### config.mk
export PLATFORM = sky130hd
export DESIGN_NAME = prbs_ext_64_chk_ctrl
export DESIGN_NICKNAME = d
export VERILOG_FILES = /design/src/rtl/prbs_chk_pkg.sv /design/src/rtl/prbs_popcount_64.sv /design/src/rtl/prbs_ext_64_chk_ctrl.sv
export SDC_FILE = /design/constraint.sdc
export NUM_CORES = 1
export LEC_CHECK = 0
export CORE_ASPECT_RATIO = 1.1
export CORE_MARGIN = 2
export CORE_UTILIZATION = 30
export CTS_CLUSTER_SIZE = 12
export DETAILED_ROUTE_END_ITERATION = 8
export HOLD_SLACK_MARGIN = 0.15
export MAX_ROUTING_LAYER = met4
export PLACE_DENSITY = 0.64
export SETUP_SLACK_MARGIN = 0.15
export SYNTH_ARGS = -nofsm -noshare
export SYNTH_HDL_FRONTEND = slang
export SYNTH_HIERARCHICAL = 1
export SYNTH_SLANG_ARGS = --single-unit
### constraint.sdc
create_clock -name clk -period 7.99 [get_ports clk]
set_input_delay 1.598 -clock clk [delete_from_list [all_inputs] [get_ports clk]]
set_output_delay 1.598 -clock clk [all_outputs]
set_load 0.03 [all_outputs]
### src/rtl/prbs_chk_pkg.sv
// Shared types and constants for the 64-bit PRBS31 checker control stage.
// Popcount helper used by the registered error counter.
package prbs_chk_pkg;

  localparam int DATA_W      = 64;
  localparam int NERR_W      = 7;
  localparam int SETTLE_CLKS = 3;
  localparam int DROP_CLKS   = 2;

  typedef enum logic [2:0] {
    IDLE,
    SYNC,
    SETTLE,
    CHECK,
    LOCKED,
    DROP
  } state_t;

  function automatic logic [NERR_W-1:0] popcnt(
    input logic [DATA_W-1:0] v
  );
    logic [NERR_W-1:0] c;
    c = '0;
    for (int i = 0; i < DATA_W; i++) begin
      c = c + NERR_W'(v[i]);
    end
    return c;
  endfunction

endpackage

### src/rtl/prbs_popcount_64.sv
// Registered 64-bit population count of the compare error vector.
// Captures only when the compare slot is valid.
module prbs_popcount_64
  import prbs_chk_pkg::*;
(
  input  logic              clk,
  input  logic              rstn,
  input  logic              en,
  input  logic [DATA_W-1:0] data,
  output logic [NERR_W-1:0] cnt
);

  always_ff @(posedge clk or negedge rstn) begin
    if (!rstn) begin
      cnt <= '0;
    end else if (en) begin
      cnt <= popcnt(data);
    end
  end

endmodule

### src/rtl/prbs_ext_64_chk_ctrl.sv
// PRBS31 checker control: seed delay line, generator sync/CE,
// compare pipeline, lock FSM and saturating statistics.
module prbs_ext_64_chk_ctrl
  import prbs_chk_pkg::*;
#(
  parameter int LOCK_WORDS = 16,
  parameter int LOSS_WORDS = 8,
  parameter int CNT_W      = 48
) (
  input  logic              clk,
  input  logic              rstn,
  input  logic              enable,
  input  logic              clear,
  input  logic [DATA_W-1:0] rx_data,
  input  logic              rx_valid,
  input  logic [DATA_W-1:0] prbs_q,
  output logic              prbs_ce,
  output logic              prbs_sync,
  output logic [DATA_W-1:0] syncdatain_dly0,
  output logic [DATA_W-1:0] syncdatain_dly1,
  output logic [DATA_W-1:0] syncdatain_dly2,
  output logic              locked,
  output logic              lock_lost,
  output logic [CNT_W-1:0]  bit_err_cnt,
  output logic [31:0]       word_err_cnt,
  output logic [CNT_W-1:0]  word_cnt,
  output logic [15:0]       relock_cnt
);

  localparam int RUN_MAX =
    (LOCK_WORDS > LOSS_WORDS) ? LOCK_WORDS : LOSS_WORDS;
  localparam int RUN_W = $clog2(RUN_MAX + 1);

  state_t            state, state_n;
  logic [RUN_W-1:0]  run, run_n;
  logic [1:0]        tmr, tmr_n;
  logic              cmp_v, nv;
  logic [NERR_W-1:0] nerr;
  logic              bad;
  logic              lost_ev;
  logic              upd;
  logic [CNT_W:0]    bit_sum;

  assign prbs_ce = rx_valid;
  assign locked  = (state == LOCKED);
  assign bad     = (nerr != '0);
  assign upd     = nv && (state == LOCKED);

  always_ff @(posedge clk or negedge rstn) begin
    if (!rstn) begin
      syncdatain_dly0 <= '0;
      syncdatain_dly1 <= '0;
      syncdatain_dly2 <= '0;
    end else if (rx_valid) begin
      syncdatain_dly0 <= rx_data;
      syncdatain_dly1 <= syncdatain_dly0;
      syncdatain_dly2 <= syncdatain_dly1;
    end
  end

  always_ff @(posedge clk or negedge rstn) begin
    if (!rstn) begin
      cmp_v <= 1'b0;
      nv    <= 1'b0;
    end else begin
      cmp_v <= rx_valid;
      nv    <= cmp_v;
    end
  end

  prbs_popcount_64 u_pop (
    .clk  (clk),
    .rstn (rstn),
    .en   (cmp_v),
    .data (prbs_q ^ syncdatain_dly2),
    .cnt  (nerr)
  );

  always_comb begin
    state_n = state;
    run_n   = run;
    tmr_n   = '0;
    lost_ev = 1'b0;
    unique case (state)
      IDLE: begin
        if (enable) state_n = SYNC;
      end
      SYNC: begin
        state_n = SETTLE;
      end
      SETTLE: begin
        tmr_n = tmr + 2'd1;
        run_n = '0;
        if (tmr == 2'(SETTLE_CLKS - 1)) begin
          state_n = CHECK;
          tmr_n   = '0;
        end
      end
      CHECK: begin
        if (nv && bad) begin
          state_n = DROP;
        end else if (run == RUN_W'(LOCK_WORDS)) begin
          state_n = LOCKED;
          run_n   = '0;
        end else if (nv) begin
          run_n = run + 1'b1;
        end
      end
      LOCKED: begin
        if (nv) begin
          if (!bad) begin
            run_n = '0;
          end else if (run == RUN_W'(LOSS_WORDS - 1)) begin
            state_n = DROP;
            lost_ev = 1'b1;
          end else begin
            run_n = run + 1'b1;
          end
        end
      end
      DROP: begin
        tmr_n = tmr + 2'd1;
        if (tmr == 2'(DROP_CLKS - 1)) begin
          state_n = SYNC;
          tmr_n   = '0;
        end
      end
      default: state_n = IDLE;
    endcase
    if (!enable) begin
      state_n = IDLE;
      lost_ev = 1'b0;
    end
  end

  always_ff @(posedge clk or negedge rstn) begin
    if (!rstn) begin
      state     <= IDLE;
      run       <= '0;
      tmr       <= '0;
      prbs_sync <= 1'b0;
    end else begin
      state     <= state_n;
      run       <= run_n;
      tmr       <= tmr_n;
      prbs_sync <= (state_n == SETTLE) ||
                   (state_n == CHECK)  ||
                   (state_n == LOCKED);
    end
  end

  assign bit_sum = {1'b0, bit_err_cnt} +
                   {{(CNT_W + 1 - NERR_W){1'b0}}, nerr};

  // Statistics saturate; clear overrides any same-cycle update.
  always_ff @(posedge clk or negedge rstn) begin
    if (!rstn) begin
      bit_err_cnt  <= '0;
      word_err_cnt <= '0;
      word_cnt     <= '0;
      relock_cnt   <= '0;
      lock_lost    <= 1'b0;
    end else if (clear) begin
      bit_err_cnt  <= '0;
      word_err_cnt <= '0;
      word_cnt     <= '0;
      relock_cnt   <= '0;
      lock_lost    <= 1'b0;
    end else begin
      if (upd) begin
        bit_err_cnt <= bit_sum[CNT_W] ? '1 : bit_sum[CNT_W-1:0];
        if (bad && !(&word_err_cnt)) begin
          word_err_cnt <= word_err_cnt + 32'd1;
        end
        if (!(&word_cnt)) begin
          word_cnt <= word_cnt + 1'b1;
        end
      end
      if (lost_ev) begin
        lock_lost <= 1'b1;
        if (!(&relock_cnt)) begin
          relock_cnt <= relock_cnt + 16'd1;
        end
      end
    end
  end

endmodule

* Word-level counts from Yosys, hierarchy flattened
Cells that the tools add are included.
Storage, ports and cells: input bits 133, register bits after elaboration 357, output and inout port bits 340, word-level logic and storage cells 160
Operators by class: multiplexer cells 38, bitwise gates (word level) 1, add/subtract/negate cells 69, equality and inequality tests 18, reduce and logical (&&, ||, !) cells 19
Operator list (number):
- $add 7x1->7 | 62
- $mux 48 | 6
- $mux 32 | 3
- $xor 64x64->64 | 1
- $add 48x7->49 | 1
- $add 48x1->48 const B | 1
- $mux 16 | 3
- $reduce_and 48->1 | 1
- $add 32x1->32 const B | 1
- $reduce_and 32->1 | 1
- $mux 5 | 6
- $mux 3 | 8
- $pmux 3 s6 | 1
- $add 16x1->16 const B | 1
- $reduce_and 16->1 | 1
- $pmux 5 s3 | 1
- $eq 3x2->1 const B | 4
- $eq 3x3->1 const B | 3
- $mux 1 | 7
- $reduce_bool 7->1 | 1
- $ne 2x2->1 const B | 3
- $ne 3x3->1 const B | 2
- $reduce_and 2->1 | 3
- $reduce_bool 2->1 | 3
- other kinds (17) | 21

* Logic depth before layout (Yosys ltp)
Gate-level depths: netlist of run 1.
depth after elaboration 64, mapped depth 21, depth with buffers taken out 21

* Cells and area by module
Netlist of run 1, hierarchy kept.
By module, submodules not included:
- prbs_ext_64_chk_ctrl | cells each 1423, instances 1, area an instance 16615.9 um^2
- prbs_popcount_64 | cells each 191, instances 1, area an instance 1985.7 um^2

* Worst setup path before layout of run 1
Ideal clock, no wire load.
path kind input -> register, from input port prbs_q[53], to register u_pop.cnt[4], data arrival time 7.057 ns, data required time 7.850 ns, stages on the path 20, library setup time 0.140 ns, path slack 0.792 ns, cell sequence xor2_1 > fa_1 > inv_1 > fa_1 > inv_1 > fa_1 > inv_1 > fa_1 > inv_1 > fa_1 > inv_1 > fa_1 > fa_1 > fa_1 > inv_1 > ha_1 > fa_1 > a21o_2 > a2111oi_0 > a211oi_1
On the way: word-level cells in the longest chain between the ends 12
RTL lines:
- from (decl) | RTL line prbs_ext_64_chk_ctrl.sv:16 | input logic [DATA_W-1:0] prbs_q,
- $xor 64x64->64 | RTL line prbs_ext_64_chk_ctrl.sv:75 | .data (prbs_q ^ syncdatain_dly2),
- $add 7x1->7 (11 in a row) | RTL line prbs_chk_pkg.sv:25 | c = c + NERR_W'(v[i]);
- to (signal assigned) | RTL line prbs_popcount_64.sv:17 | cnt <= popcnt(data);
- to (decl) | RTL line prbs_popcount_64.sv:10 | output logic [NERR_W-1:0] cnt
Every way passes these cells. A chain may end at the register's enable or synchronous reset.

* Worst setup path after layout of run 1
from input port prbs_q[61], to register u_pop.cnt[4]
On the way: word-level cells in the longest chain between the ends 4
RTL lines (RTL line):
- $xor 64x64->64 | prbs_ext_64_chk_ctrl.sv:75
- $add 7x1->7 (3 in a row) | prbs_chk_pkg.sv:25
Every way passes these cells.

==> reports/summary.txt, run 1 <==
Synth Flop Type: dfrtp_1
port buffer count: 472
leading cell type in the layout, fill and taps excluded: clkdlybuf4s50_1
# fillers: 5804
placed inst area: 24200 um2
core area: 61200 um2
Seq. cell area: 8930 um2
DR DRC count: 0
Cell Rows: 95
leading cell types in the layout, fill and taps excluded: clkdlybuf4s50_1, dfrtp_1, mux2_2
post-cts hold buffer count: 0
final worst slack: 0.522 ns
H-tree depth: 2
crit path DAT: 7.87 ns
crit-path cells: clkdlybuf4s50_1 > xor2_1 > inv_1 > fa_1 > fa_1 > inv_1 > fa_1 > inv_1 > fa_1 > inv_1 > fa_1 > inv_1 > fa_1 > fa_1 > fa_1 > inv_1 > ha_1 > fa_1 > a21o_2 > a2111oi_0 > a211oi_1
ys async rst share: 100%
Critical-path top delay cell: fa_1
CP Capture Type: flip-flop
number of synthesized flops with an enable pin: 0
max frequency: 0.134 GHz
GRT busiest layer: met2
initial antenna violation count: 5
multi-input logic area: 8980 um2
outcome: finished, final reports clean
DP HPWL: 44.3 mm
Max transition margin: 25.2%
GRT Util Overall: 18.8%
setup bufs post-CTS: 0
Die X: 241 um
Resize count post-CTS: 0
root buffer selected by CTS: clkbuf_16
cts bufs inserted: 42
Antenna Violating Nets Remaining: 0
Setup TNS Final: 0 ns
Max stage delay on crit path: 0.58 ns
Worst-Margin Slew: 1.12 ns
hold_ws: 0.488 ns
first-pass GRT wire length: 90.2 mm
final slew viol count: 0
CP Launch Type: input port
Synth warnings: 6
register area share after synthesis: 48.0%
Final Skew: 0.00892 ns
GRT overflow: 0
met1 Track Usage GR: 20.8%
met3 GRT Util: 5.68%
WS Path Type: input port to flip-flop
Final min period: 7.47 ns
Chip Height: 265 um
CTS tree: yes
CP Data Required Time: 8.40 ns
vias in the first global route: 15200
vias per cell: 4.87
Area growth syn-to-layout: 37.9%
cells after synthesis: 1614
Placer Congestion: 0.880
met2 usage: 32.5%
Detailed Route WL: 58.5 mm
share of cells above drive strength 1: 15.8%
Tcrit/Tclk final: 93.5%
RSZ-0062 raised after global routing: false
largest net degree at the start of global routing: 154
Setup WS pre-CTS: -0.0411 ns
final hold vios: 0
Via Count: 14300
Avg Cell Area, Syn: 11.5 um2
Longest Clk Path Bufs: 3
Avg WL per Cell: 19.9 um
Die Area: 64000 um2
Netlist Area Pre-Place: 18600 um2
1st-iter DRT viols: 822
Sink Count: 357
Yosys cell types: 91
Worst Hold Class: flip-flop to flip-flop
Setup Viol. Count Final: 0
clock-pin slew on the worst setup and hold paths: 0.06 ns
CP max FO: 2
syn_nets: 1829
Design Area, Final: 25600 um2
post-synthesis register bit count: 357
max_cap viols: 0
most used cell along the critical path: fa_1
fin nets: 2294
Clock Latency Late Sink: 0.55 ns
Starting Density: 30.4%
drt first pass iters: 5
# IOs: 473
==> per-stage QoR <==
step           std cells  utilization [%]
4_1_cts             2937             41.9
3_5_place_dp        2859             39.5
3_3_place_gp        2859             39.5
6_report            2942             41.9
5_1_grt             2942             41.9
2_1_floorplan       1614                -
==> worst max-delay path, delay by kind of cell <==
family / cells / cell delay, ns
AO/OA/AOI/OAI: 3 / 0.79
XOR/XNOR: 1 / 0.15
adder cells (fa/ha/maj): 10 / 4.51
buffers and inverters: 7 / 0.82
==> Yosys cell counts, drive strengths merged, types with 6 or more instances <==
library cell,count,share of area [%]
a211oi,14,0.59
a21oi,44,1.2
a311oi,7,0.36
a31oi,12,0.44
and2,13,0.45
and3,25,0.85
and4,13,0.62
buf,19,0.59
clkbuf,43,0.89
dfrtp,357,48
fa,55,5.9
ha,27,1.8
inv,109,2.2
mux2,195,12
mux2i,7,0.38
nand2,62,1.3
nand3,62,1.8
nand4,57,2.3
nor2,145,3.0
nor2b,6,0.20
nor3,28,0.96
nor4,22,1.1
nor4b,7,0.46
o211ai,7,0.34
o21ai,39,1.1
or3,7,0.24
xnor2,29,1.4
xor2,129,6.1
==> sequential cells by signal (all words and copies together) (netlist names) <==
name	cells
bit_err_cnt	48
nv	1
syncdatain_dly2	64
prbs_sync	1
run	5
cmp_v	1
lock_lost	1
state	3
tmr	2
word_err_cnt	32
word_cnt	48
u_pop/cnt	7
relock_cnt	16
syncdatain_dly1	64
syncdatain_dly0	64
==> layout make-up <==
| class | count | share of cell area (%) |
|---|---|---|
| diodes | 5 | 0.0488 |
| clock inverters | 13 | 0.473 |
| multi-input cells | 1086 | 35.0 |
| inverters | 109 | 1.60 |
| flip-flops and latches | 357 | 34.8 |
| clock buffers | 65 | 5.15 |
| repair buffers | 483 | 18.9 |
| well taps | 824 | 4.02 |
==> metal layers <==
layer	vias up	part of all wire, %
met5	-	0
met4	0	2.5
met3	82	8.1
met2	464	51
met1	7198	39
li1	6590	-
==> final timing paths <==
| check | from | end | slack, ns | depth (start not counted) |
|---|---|---|---|---|
| min in group asynchronous | rstn | relock_cnt[6] | 1.02 | 1 |
| max in group asynchronous | rstn | syncdatain_dly2[17] | 5.61 | 2 |
| max | prbs_q[61] | u_pop/cnt[4] | 0.52 | 21 |
| max reg2reg | syncdatain_dly2[53] | u_pop/cnt[4] | 1.55 | 20 |
| min reg2reg | tmr[0] | tmr[0] | 0.49 | 1 |
| min | tmr[0] | tmr[0] | 0.49 | 1 |
==> cells by family (layout without fill, tap and decap cells) <==
| kind of cell | count (synthesis) | after routing | share of synthesized area (%) |
|---|---|---|---|
| buffers and inverters | 171 | 670 | 3.67 |
| XOR/XNOR | 158 | 158 | 7.44 |
| adder cells (fa/ha/maj) | 82 | 82 | 7.74 |
| AND/OR/NAND/NOR | 478 | 478 | 14.6 |
| multiplexers | 202 | 202 | 12.2 |
| other | 0 | 5 | 0 |
| AO/OA/AOI/OAI | 166 | 166 | 6.30 |
| flip-flops | 357 | 357 | 48.0 |
Power of run 1 is left out: the tool's default activity adds up to more than one toggle a clock period on the data nets, which glitch-free logic cannot reach.
==> inputs of run 2 (changes only) <==
- RECOVER_POWER: unset -> 50
==> run 2 against run 1 <==
  * The flow now finishes with violations (max-capacitance violations, max-slew violations)
  * Utilization decreased by 0.14 points
  * Register-to-register slack about the same
  * Sequential cell count unchanged
  * Cell area decreased by 0.33%
  * Critical path depth unchanged
  * Global-route usage unchanged
  * Cell count unchanged
  * Critical path type unchanged
==> reports/summary.txt, run 2 (same netlist as run 1, synthesis figures left out) <==
final hold vios: 0 (unchanged)
GRT overflow: 0 (unchanged)
dpl cells: 2859 (unchanged)
largest net degree at the start of global routing: 154 (unchanged)
max_cap viols: 6 (+6)
Critical-path top delay cell: fa_1
CP Capture Type: flip-flop
most used cell along the critical path: fa_1
Longest Clk Path Bufs: 3 (unchanged)
setup bufs post-CTS: 0 (unchanged)
WS Path Type: input port to flip-flop
placed inst area: 24200 um2 (unchanged)
Cell Rows: 95 (unchanged)
DP HPWL: 44.3 mm (unchanged)
Max transition margin: -231% (-260 points)
Buffers & Inverters on Critical Path: 7 (unchanged)
share of cells above drive strength 1: 15.0% (-0.71 points)
Placer Congestion: 0.880 (unchanged)
post-cts hold buffer count: 0 (unchanged)
vias in the first global route: 15200 (unchanged)
worst hold stages: 1 (unchanged)
Detailed Route WL: 58.4 mm (-0.17%)
Final Skew: 0.00894 ns (+0.0000222 ns)
Starting Density: 30.4% (unchanged)
Setup Viol. Count Final: 0 (unchanged)
routed wl met3: 4.82 mm (+1.4%)
# IOs: 473 (unchanged)
leading cell type in the layout, fill and taps excluded: clkdlybuf4s50_1
highest routed layer: met4
clock-pin slew on the worst setup and hold paths: 0.06 ns (about the same)
Resize count post-CTS: 0 (unchanged)
CP max FO: 2 (unchanged)
Area growth syn-to-layout: 37.4%
vias per cell: 4.89 (+0.36%)
root buffer selected by CTS: clkbuf_16
fin nets: 2294 (unchanged)
final slew viol count: 336 (+336)
DR DRC count: 0 (unchanged)
Final min period: 7.47 ns (+0.00628 ns)
GRT Util Overall: 18.8% (unchanged)
leading cell types in the layout, fill and taps excluded: clkdlybuf4s50_1, dfrtp_1, mux2_2
crit path DAT: 7.88 ns (about the same)
Clock Latency Late Sink: 0.55 ns (about the same)
H-tree depth: 2 (unchanged)
CTS tree: yes
Die X: 241 um (unchanged)
Via Count: 14400 (+0.36%)
non-filler cells, final: 2942 (unchanged)
RSZ-0062 raised after global routing: false
hold_ws: 0.487 ns (-0.00128 ns)
Avg WL per Cell: 19.9 um (-0.17%)
failing checks: max-capacitance violations, max-slew violations
core area: 61200 um2 (unchanged)
Die Area: 64000 um2 (unchanged)
cts bufs inserted: 42 (unchanged)
Chip Height: 265 um (unchanged)
Worst path depth: 21 (unchanged)
Sink Count: 357 (unchanged)
Design Area, Final: 25600 um2 (-0.33%)
CP top delay family: adder cells
Tcrit/Tclk final: 93.5% (about the same)
Antenna Violating Nets Remaining: 0 (unchanged)
initial antenna violation count: 5 (unchanged)
outcome: finished with violations
max frequency: 0.134 GHz (about the same)
port buffer count: 472 (unchanged)
1st-iter DRT viols: 730 (-11%)
M1 WL: 22.4 mm (-1.0%)
CP Launch Type: input port
drt first pass iters: 5 (unchanged)
biggest regs: syncdatain_dly0: 64 flops, syncdatain_dly1: 64 flops, syncdatain_dly2: 64 flops
Reg2Reg Depth: 20 (unchanged)
first-pass GRT wire length: 90.2 mm (unchanged)
Max stage delay on crit path: 0.58 ns (about the same)
crit-path cells: clkdlybuf4s50_1 > xor2_1 > inv_1 > fa_1 > fa_1 > inv_1 > fa_1 > inv_1 > fa_1 > inv_1 > fa_1 > inv_1 > fa_1 > fa_1 > fa_1 > inv_1 > ha_1 > fa_1 > a21o_2 > a2111oi_0 > a211oi_1
CP Data Required Time: 8.39 ns (about the same)
Worst-Margin Slew: 4.96 ns (+3.85 ns)
Worst Hold Class: flip-flop to flip-flop
met2 wire len: 29.7 mm (+0.27%)
==> run 2: cell types whose count changed in the layout (fill, tap and decap cells not counted), sizes merged <==
| cell | change |
|---|---|
| clkbuf | +5 |
| buf | -5 |
==> run 2: area by class of cell <==
type                            count  area, um2
Timing Repair Buffer              483       4810
Clock inverter                     13        121
Tap cell                          824       1030
Multi-Input combinational cell   1086       8930
Antenna cell                        5       12.5
Sequential cell                   357       8930
Clock buffer                       65       1320
Fill cell                        5820      35600
Inverter                          109        409
==> run 2: path summary, 6_finish.rpt <==
path / startpoint / end / slack, ns
worst max-delay path: prbs_q[61] / u_pop/cnt[4] / 0.52
worst min-delay path: tmr[0] / tmr[0] / 0.49
worst max register to register: syncdatain_dly2[53] / u_pop/cnt[4] / 1.54
worst min register to register: tmr[0] / tmr[0] / 0.49
max in group asynchronous: rstn / syncdatain_dly2[53] / 2.33
min in group asynchronous: rstn / relock_cnt[10] / 2.81
==> run 2: layer usage <==
| layer | global-route usage (%) | vias to the layer above |
|---|---|---|
| met5 | - | - |
| met4 | 5.01 | 0 |
| met3 | 5.68 | 85 |
| met2 | 32.5 | 499 |
| met1 | 20.8 | 7210 |
| li1 | - | 6592 |
==> run 2: metrics by stage <==
| step | setup WS [ns] | utilization, % | setup TNS, ns |
|---|---|---|---|
| finish | 0.515 | 41.8 | 0 |
| global route | 0.346 | 41.8 | 0 |
| CTS | 0.557 | 41.9 | 0 |
| detailed placement | -0.0411 | 39.5 | -0.0411 |
| global placement | 0.0407 | 39.5 | 0 |
| floorplan | 0.792 | - | 0 |
Power of run 2 is left out for the same reason.
